**src/rtl/fetch_unit.sv**
```systemverilog
// Fetch front end: owns the PC, addresses imem, handles stall and redirect.
// Optional perf counters are compiled in with FETCH_PERF_CNT_EN.
module fetch_unit #(
    parameter int ADDR_W   = 12,
    parameter int DATA_W   = 32,
    parameter int RESET_PC = 0
`ifdef FETCH_PERF_CNT_EN
    , parameter int CNT_W  = 32
`endif
) (
    input  logic              clock,
    input  logic              reset,
    output logic [ADDR_W-1:0] address_imem,
    input  logic [DATA_W-1:0] q_imem,
    input  logic              stall,
    input  logic              redirect_valid,
    input  logic [ADDR_W-1:0] redirect_target,
    output logic [DATA_W-1:0] instr_out,
    output logic [ADDR_W-1:0] pc_out,
    output logic [ADDR_W-1:0] pc_plus1_out,
    output logic              instr_valid
`ifdef FETCH_PERF_CNT_EN
    , output logic [CNT_W-1:0] fetch_count,
    output logic [CNT_W-1:0]  bubble_count
`endif
);

    typedef enum logic [1:0] {
        ST_BOOT,
        ST_RUN,
        ST_HOLD,
        ST_SQUASH
    } state_t;

    localparam logic [ADDR_W-1:0] LP_RESET_PC = ADDR_W'(RESET_PC);
    localparam logic [ADDR_W-1:0] LP_ONE      = ADDR_W'(1);

    state_t              r_state;
    state_t              w_state_nx;
    logic [ADDR_W-1:0]   r_pc_issue;
    logic [ADDR_W-1:0]   r_pc_inflight;
    logic                r_inflight_v;
    logic [DATA_W-1:0]   r_instr;
    logic [ADDR_W-1:0]   r_pc_out;
    logic                r_valid;
    logic [DATA_W-1:0]   r_skid;
    logic [ADDR_W-1:0]   w_pc_issue_nx;
    logic [ADDR_W-1:0]   w_pc_inflight_nx;
    logic                w_inflight_v_nx;
    logic [DATA_W-1:0]   w_instr_nx;
    logic [ADDR_W-1:0]   w_pc_out_nx;
    logic                w_valid_nx;
    logic [DATA_W-1:0]   w_skid_nx;

    always_ff @(posedge clock) begin
        if (reset) r_state <= ST_BOOT;
        else       r_state <= w_state_nx;
    end

    // The imem re-reads pc_issue while held, so the word returned for
    // pc_inflight is parked in r_skid on the first stalled edge.
    always_comb begin
        w_state_nx       = r_state;
        w_pc_issue_nx    = r_pc_issue;
        w_pc_inflight_nx = r_pc_inflight;
        w_inflight_v_nx  = r_inflight_v;
        w_instr_nx       = r_instr;
        w_pc_out_nx      = r_pc_out;
        w_valid_nx       = r_valid;
        w_skid_nx        = r_skid;
        case (r_state)
            ST_BOOT: begin
                w_pc_inflight_nx = r_pc_issue;
                w_inflight_v_nx  = 1'b1;
                w_pc_issue_nx    = r_pc_issue + LP_ONE;
                w_state_nx       = ST_RUN;
            end
            ST_RUN, ST_HOLD: begin
                if (redirect_valid) begin
                    w_pc_issue_nx   = redirect_target;
                    w_inflight_v_nx = 1'b0;
                    w_valid_nx      = 1'b0;
                    w_state_nx      = ST_SQUASH;
                end else if (stall) begin
                    w_state_nx = ST_HOLD;
                    if (r_state == ST_RUN) w_skid_nx = q_imem;
                end else begin
                    w_instr_nx       = (r_state == ST_HOLD) ? r_skid : q_imem;
                    w_pc_out_nx      = r_pc_inflight;
                    w_valid_nx       = r_inflight_v;
                    w_pc_inflight_nx = r_pc_issue;
                    w_inflight_v_nx  = 1'b1;
                    w_pc_issue_nx    = r_pc_issue + LP_ONE;
                    w_state_nx       = ST_RUN;
                end
            end
            ST_SQUASH: begin
                w_valid_nx = 1'b0;
                if (redirect_valid) begin
                    w_pc_issue_nx   = redirect_target;
                    w_inflight_v_nx = 1'b0;
                end else if (!stall) begin
                    w_pc_inflight_nx = r_pc_issue;
                    w_inflight_v_nx  = 1'b1;
                    w_pc_issue_nx    = r_pc_issue + LP_ONE;
                    w_state_nx       = ST_RUN;
                end
            end
            default: w_state_nx = ST_BOOT;
        endcase
    end

    always_ff @(posedge clock) begin
        if (reset) begin
            r_pc_issue    <= LP_RESET_PC;
            r_pc_inflight <= '0;
            r_inflight_v  <= 1'b0;
            r_instr       <= '0;
            r_pc_out      <= '0;
            r_valid       <= 1'b0;
            r_skid        <= '0;
        end else begin
            r_pc_issue    <= w_pc_issue_nx;
            r_pc_inflight <= w_pc_inflight_nx;
            r_inflight_v  <= w_inflight_v_nx;
            r_instr       <= w_instr_nx;
            r_pc_out      <= w_pc_out_nx;
            r_valid       <= w_valid_nx;
            r_skid        <= w_skid_nx;
        end
    end

    assign address_imem = r_pc_issue;
    assign instr_out    = r_instr;
    assign pc_out       = r_pc_out;
    assign pc_plus1_out = r_pc_out + LP_ONE;
    assign instr_valid  = r_valid;

`ifdef FETCH_PERF_CNT_EN
    logic [CNT_W-1:0] r_fetch_cnt;
    logic [CNT_W-1:0] r_bubble_cnt;
    logic             w_fetch_inc;
    logic             w_bubble_inc;

    assign w_fetch_inc  = w_valid_nx && !stall;
    assign w_bubble_inc = !r_valid && (r_state != ST_BOOT);

    always_ff @(posedge clock) begin
        if (reset) begin
            r_fetch_cnt  <= '0;
            r_bubble_cnt <= '0;
        end else begin
            if (w_fetch_inc && (r_fetch_cnt != '1))
                r_fetch_cnt <= r_fetch_cnt + 1'b1;
            if (w_bubble_inc && (r_bubble_cnt != '1))
                r_bubble_cnt <= r_bubble_cnt + 1'b1;
        end
    end

    assign fetch_count  = r_fetch_cnt;
    assign bubble_count = r_bubble_cnt;
`endif

endmodule

```
**config.mk**
```make
export PLATFORM = sky130hd
export DESIGN_NAME = fetch_unit
export DESIGN_NICKNAME = d
export VERILOG_FILES = /design/src/rtl/fetch_unit.sv
export SDC_FILE = /design/constraint.sdc
export NUM_CORES = 1
export LEC_CHECK = 0
export BUFFER_PORTS_ARGS = -buffer_cell sky130_fd_sc_hd__buf_2
export CORE_MARGIN = 2
export CORE_UTILIZATION = 35
export CTS_BUF_LIST = sky130_fd_sc_hd__clkbuf_4 sky130_fd_sc_hd__clkbuf_8
export CTS_CLUSTER_SIZE = 25
export DETAILED_ROUTE_END_ITERATION = 16
export PLACE_DENSITY = 0.62
export SETUP_SLACK_MARGIN = 0.2
export SYNTH_ARGS = -nofsm -noshare
export SYNTH_HDL_FRONTEND = slang
export SYNTH_SLANG_ARGS = --single-unit
```
**constraint.sdc**
```tcl
create_clock -name clock -period 1.5 [get_ports clock]
set_input_delay 0.15 -clock clock [delete_from_list [all_inputs] [get_ports clock]]
set_output_delay 0.15 -clock clock [all_outputs]
set_load 0.01 [all_outputs]
```
Yosys cells after proc, flatten, opt, wreduce, memory -nomap -nowiden
Cells that the tools add are included.
- output and inout port bits: 69
- register bits after elaboration: 104
- logic and storage cells: 48
- bitwise logic cells: 2
- equality and inequality tests: 9
- muxes and demuxes: 18
- add/sub/neg operators: 2
- reductions and logical operators: 9
- operator list (cell ; number):
    12-bit 2-to-1 mux ; 4
    12-bit case mux with 2 select lines ; 2
    32-bit 2-to-1 mux ; 1
    12-bit by 1-bit adder with 12-bit output (second input constant) ; 2
    2-bit 2-to-1 mux ; 4
    2-bit != test (second input constant) ; 4
    2-bit case mux with 3 select lines ; 1
    2-bit AND reduction ; 3
    2-bit equality test (second input constant) ; 2
    1-bit 2-to-1 mux ; 4
    1-bit case mux with 2 select lines ; 2
    4-bit AND reduction ; 1
    3-bit by 2-bit != test with 1-bit output (second input constant) ; 1
    3-bit != test (second input constant) ; 1
    3-bit AND reduction ; 1
    3-bit OR reduction ; 1
    2-bit by 1-bit equality test with 1-bit output (second input constant) ; 1
    2-bit logical NOT ; 1
    1-bit inverter ; 2
    2-bit nonzero test ; 1
    2-bit OR reduction ; 1

Longest topological paths before layout
- word-level depth: 4
- gate-level depth with buffers: 8
- mapped depth without buffers: 6

Worst setup path before layout
OpenSTA, ideal clock, no wires.
- path type: reg2reg
- from: register r_state[0]
- to: register r_instr[0], in the netlist instr_out[0]
- period minus slack after synthesis: 1.573 ns
- arrival time: 1.488 ns
- stages on the path, launching flop included: 8
- setup time: 0.086 ns
- setup slack: -0.073 ns
- required time: 1.414 ns
- buffers on the path: 3
- cell sequence: dfxtp_1 inv_1 ha_1 and2_1 buf_2 buf_4 buf_2 a211oi_1
- word-level cells in the longest chain between the ends: 3
- elaborated cells between the ends (all ways): 5
- classes of those cells: eq/ne: 2; mux: 1; reduce/logical: 2
- RTL lines (element ; RTL line ; source):
    from (decl) ; 38 ; state_t r_state;
    from (signal assigned) ; 57 ; else r_state <= w_state_nx;
    2-bit by 1-bit equality test with 1-bit output or 2-bit equality test (tied branches) ; 71, 88 ;
    2-bit OR reduction ; 71 ; case (r_state)
    3-bit AND reduction (no line) ; - ;
    to (signal assigned) ; 126 ; r_instr <= w_instr_nx;
    to (decl) ; 43 ; logic [DATA_W-1:0] r_instr;
Parallel ways exist; a longest one is shown, timed or not.
A chain may end at the register's enable or synchronous reset.

Worst setup path in the final report
- from: register r_pc_out[3], in the netlist pc_out[3]
- to: output pc_plus1_out[11]
- word-level cells in the longest chain between the ends: 1
- RTL lines (element ; RTL line ; source):
    from (decl) ; 44 ; logic [ADDR_W-1:0] r_pc_out;
    from (signal assigned) ; 127 ; r_pc_out <= w_pc_out_nx;
    12-bit by 1-bit adder with 12-bit output ; 136 ; assign pc_plus1_out = r_pc_out + LP_ONE;
    to (decl) ; 20 ; output logic [ADDR_W-1:0] pc_plus1_out,
Every way passes these cells.

==> results summary <==
For this run, the total global-route usage over all layers was measured as 19.77%. The main combinational cell family by area after synthesis is simple AND/OR/NAND/NOR gates. In the synthesized netlist the async set-or-reset flop fraction comes to 0%. The H-tree depth came out at 3. The clock insertion delay at the later pin of the skew report came out at 0.40 ns.

At the pin with the least slew margin, the transition time is 0.4054 ns. The core occupancy in the finished layout is roughly 64%. The dominant register cell in the synthesized netlist is sky130_fd_sc_hd__dfxtp_1. Each instance of the synthesized netlist takes up on average approximately 8.4 µm². Multiplexer cells account for 7.407% of the synthesized area.

The share of the clock period used by the worst path after layout is 115.8%. The share of power burned in combinational logic came out at ~30%. The final critical-path required period is about 1.7 ns. For this design the total switching power over the nets is roughly 0.0022 W.

The synthesis warning total is 0. The root buffer cell chosen for the clock tree is sky130_fd_sc_hd__clkbuf_8. The switching share of power is 32.73%.

The number of cell instances on the worst register-to-register path is 8. The area enclosed by the die boundary came out at roughly 14000 µm². Setup violations remaining at the end of the flow were counted as 13. Across the routed clock network, the largest skew measured is 0.01024 ns. The worst-case clock buffer depth is 2. The number of register bits inferred by synthesis is 104. The antenna diode count came out at 0.

The clock-pin transition on the worst setup and hold timing paths is between 0.1 and 0.15 ns. The clock network fraction of design power is 24.6%. The detail route stage leaves a number of antenna-violating nets equal to 0. The highest ir drop seen on vdd came out at about 440 µV.

The run finished, with violations left. The number of hold-slack violations in the final timing report is 0. The die span in x is about 120 µm. The final number of max-transition violations is 0. The kind of launch point of the worst setup path is a flop. The highest achievable clock rate came out at 0.5759 GHz.

The total area inside the core boundary comes to between 10000 and 15000 µm². The maximum number of pins on one net before global-route repair came out at 51. Compared with the post-synthesis result, the final layout area differs by 78.10%. The final net count is 798. Setup repair after global routing could not meet its margin everywhere.

For hold timing, the worst endpoint is r_skid[17]$_SDFFE_PP0P_. The number of enable-type register cells in the synthesized netlist is 0. The synthesized netlist devotes under 10% of its cell area to adder and majority cells. In this run the power density over the cells is 838.3 nW/µm². The start point of the worst min-delay path is q_imem[17]. The worst hold path passes through 3 cells. The synthesized-area fraction occupied by and/or/nand/nor cells is 21.32%. The worst setup path is captured at a primary output.

Of all nets on the critical path, the largest fanout is 3. The worst slack on hold paths is 0.02843 ns. The compound-gate portion of the synthesized area came out at roughly 16%. In this run the tightest slew margin relative to its limit is 72.97%. Buffers placed on the I/O ports in this run total 116.

The first global-routing pass estimated around 22 mm of wire. Of the total synthesized cell area, the portion taken by XOR and XNOR cells is 2.669%. After synthesis, flip-flops and latches occupy 45.32% of the total area. The post-synthesis net count is around 600.

The boundary pin count came out at 117. Summed over all instances, the cell type with the most area after synthesis is sky130_fd_sc_hd__dfxtp_1. In the final routed layout, each cell accounts on average for 17.85 µm. For the worst setup path, the data required time is 1.35 ns. The number of antenna violations at the first check in global routing came to 0. The number of design-rule violations left by the first detailed-router iteration came out at 303.

Yosys mapped the design onto 45 distinct sky130hd cell types. The critical path in this run is classified as flop to primary output. The cell row count is 41.

The end of the worst register-to-register path is instr_out[18]$_SDFFE_PP0P_. Detailed placement finished with a half-perimeter wire length of 7.935 mm. The die outline height is 118.6 µm. The number of global-route vias before repair came out at ~4500. The power consumption is 0.006860 W. The final layout contains routed wiring with a total length of 16.44 mm. The internal portion of the total power is 0.004614 W. Clock tree synthesis found a total of ~100 sinks.

The number of DRC violations after detailed routing came out at 0. For the worst setup path, the data arrival time is 1.59 ns. The leakage dissipation came out at 3.496 nW. The worst register-to-register path begins at r_state[0]$_SDFFE_PP0P_. Once routing completed, OpenROAD measured the worst setup slack at -0.2363 ns. Dividing the detail-routed via count by the number of cells gives 5.221. The checks that failed: negative setup slack. Leaving out filler cells and counting taps, the final layout contains ~900. The reg-to-reg setup timing slack is -0.02 ns.

The leftover overflow at the end of global routing is 0. The area share of the largest cell type after synthesis is between 40% and 50%. The fraction of final layout cells sized beyond drive strength 1 came out at 62.08%. Counting every instance in the synthesized netlist gives approximately 550. The sequential cell fraction of total power came out at between 40% and 50%. The class of the tightest hold or removal check is input pin to flop. The initial standard-cell utilization of the core is 36.11%. The max-capacitance violation count came out at 0. The cell area that synthesis handed to floorplanning was 4594 µm². After detailed placement, the design holds a cell count of 816.

After synthesis, the cell types taking the most area are sky130_fd_sc_hd__dfxtp_1 45%, sky130_fd_sc_hd__nand2_1 10%, sky130_fd_sc_hd__mux2i_1 7.4%. The number of buffers inserted during clock tree synthesis is 9. The count of TritonRoute iterations in the first routing pass is 4. The cell with the most instances after synthesis is sky130_fd_sc_hd__nand2_1. Routability-driven placement finished with a final weighted congestion of 0.8408. After synthesis, the most frequently instantiated cells are 123 x sky130_fd_sc_hd__nand2_1, 104 x sky130_fd_sc_hd__dfxtp_1, 63 x sky130_fd_sc_hd__a21oi_1. The overall via count from detail_route is a little under 5000. TritonCTS built the clock tree.
-- final cells by class --
type	instances	area [µm²]
inverters	9	36.28
multi-input cells	390	3522
clock inverters	6	40.04
fillers	1006	4539
flip-flops and latches	104	2121
clock buffers	10	137.6
well taps	172	215.2
repair buffers	230	2111
-- power by group through the flow --
stage	Clock, W	Combinational, W	Sequential, W
final	0.00169	0.00206	0.00311
after global routing	0.00182	0.00217	0.00313
after CTS	0.00172	0.00166	0.00307
after detailed placement	0	0.00113	0.00311
after global placement	0	0.00110	0.00310
after floorplan	0	0.000679	0.00316
-- cells in the final DEF, fill, tap and decap left out, types with 4 or more instances in the layout --
| cell type | synthesis | layout |
|---|---|---|
| sky130_fd_sc_hd__inv_1 | 9 | 5 |
| sky130_fd_sc_hd__buf_12 | 0 | 14 |
| sky130_fd_sc_hd__buf_6 | 3 | 31 |
| sky130_fd_sc_hd__xnor2_1 | 12 | 7 |
| sky130_fd_sc_hd__nand4_1 | 4 | 4 |
| sky130_fd_sc_hd__dfxtp_1 | 104 | 87 |
| sky130_fd_sc_hd__ha_4 | 0 | 4 |
| sky130_fd_sc_hd__xnor2_2 | 0 | 5 |
| sky130_fd_sc_hd__a211oi_2 | 0 | 33 |
| sky130_fd_sc_hd__nor2_1 | 46 | 12 |
| sky130_fd_sc_hd__buf_2 | 19 | 114 |
| sky130_fd_sc_hd__dfxtp_4 | 0 | 7 |
| sky130_fd_sc_hd__dlygate4sd3_1 | 0 | 32 |
| sky130_fd_sc_hd__nand2_2 | 0 | 17 |
| sky130_fd_sc_hd__buf_16 | 0 | 11 |
| sky130_fd_sc_hd__mux2i_1 | 34 | 31 |
| sky130_fd_sc_hd__nor3_4 | 0 | 4 |
| sky130_fd_sc_hd__buf_4 | 6 | 23 |
| sky130_fd_sc_hd__nand3_4 | 0 | 4 |
| sky130_fd_sc_hd__nor3_2 | 1 | 4 |
| sky130_fd_sc_hd__a21oi_1 | 63 | 14 |
| sky130_fd_sc_hd__clkbuf_8 | 0 | 10 |
| sky130_fd_sc_hd__dfxtp_2 | 0 | 10 |
| sky130_fd_sc_hd__nand2_1 | 123 | 62 |
| sky130_fd_sc_hd__nand2_4 | 0 | 44 |
| sky130_fd_sc_hd__clkbuf_16 | 0 | 4 |
| sky130_fd_sc_hd__a21oi_2 | 4 | 52 |
| sky130_fd_sc_hd__nor2_4 | 0 | 32 |
-- worst max path at each step --
stage                            start                      endpoint  slack (ns)  cells past startpoint
6_report        pc_out[3]$_SDFFE_PP0P_              pc_plus1_out[11]       -0.24                      5
5_1_grt         pc_out[6]$_SDFFE_PP0P_              pc_plus1_out[11]       -0.33                      5
4_1_cts         pc_out[5]$_SDFFE_PP0P_              pc_plus1_out[11]       -0.26                      5
3_5_place_dp   r_state[0]$_SDFFE_PP0P_    instr_out[25]$_SDFFE_PP0P_       -0.02                      6
3_3_place_gp   r_state[0]$_SDFFE_PP0P_     instr_out[4]$_SDFFE_PP0P_        0.08                      6
2_1_floorplan  r_state[0]$_SDFFE_PP0P_  address_imem[2]$_SDFFE_PP0P_        0.11                      7
-- registers in the layout (all words and copies together), names as in the netlist --
name / count
instr_out: 32
r_skid: 32
address_imem: 12
pc_out: 12
r_pc_inflight: 12
r_state: 2
instr_valid: 1
r_inflight_v: 1
-- worst max-delay path: stages, from the launching register on --
cell and delay (ns):
sky130_fd_sc_hd__dfxtp_4 0.36, sky130_fd_sc_hd__and4_4 0.22, sky130_fd_sc_hd__and3_4 0.19, sky130_fd_sc_hd__nand4_1 0.15, sky130_fd_sc_hd__xnor2_2 0.16, sky130_fd_sc_hd__buf_2 0.13
-- kinds of logic (layout without fill, tap and decap cells) --
kind of cell	after synthesis	after routing
adders and majority gates	6	6
buffers and inverters	51	255
muxes	34	34
and+or+nand+nor	219	219
xor gates and xnor gates	14	14
DFF	104	104
AOI/OAI and AO/OA	117	117
-- routing by layer --
layer  wire length, µm  global-route usage (%)  vias up
li1                  -                       -     2276
met1              6856                   24.54     2364
met2              8441                   33.69      134
met3               669                   3.475       35
met4               474                   8.185        0
met5                 0                       0        -
-- per-stage QoR --
| stage | area (µm²) | TNS, ns | worst slack (ns) |
|---|---|---|---|
| after floorplan | 4755 | 0 | 0.1117 |
| after global placement | 5584 | 0 | 0.07593 |
| after detailed placement | 5584 | -0.07614 | -0.02392 |
| after CTS | 7116 | -1.122 | -0.2630 |
| after global routing | 8183 | -2.599 | -0.3325 |
| final | 8183 | -1.212 | -0.2363 |
-- repair_timing --
action,4_1_cts,5_1_grt
gates resized for setup,143,220
gates cloned,13,6
hold endpoints to repair,32,0
setup endpoints to repair,78,112
buffers inserted,26,12
pin swaps,53,121
hold buffers,32,0
Power figures use the tool's default switching activity.
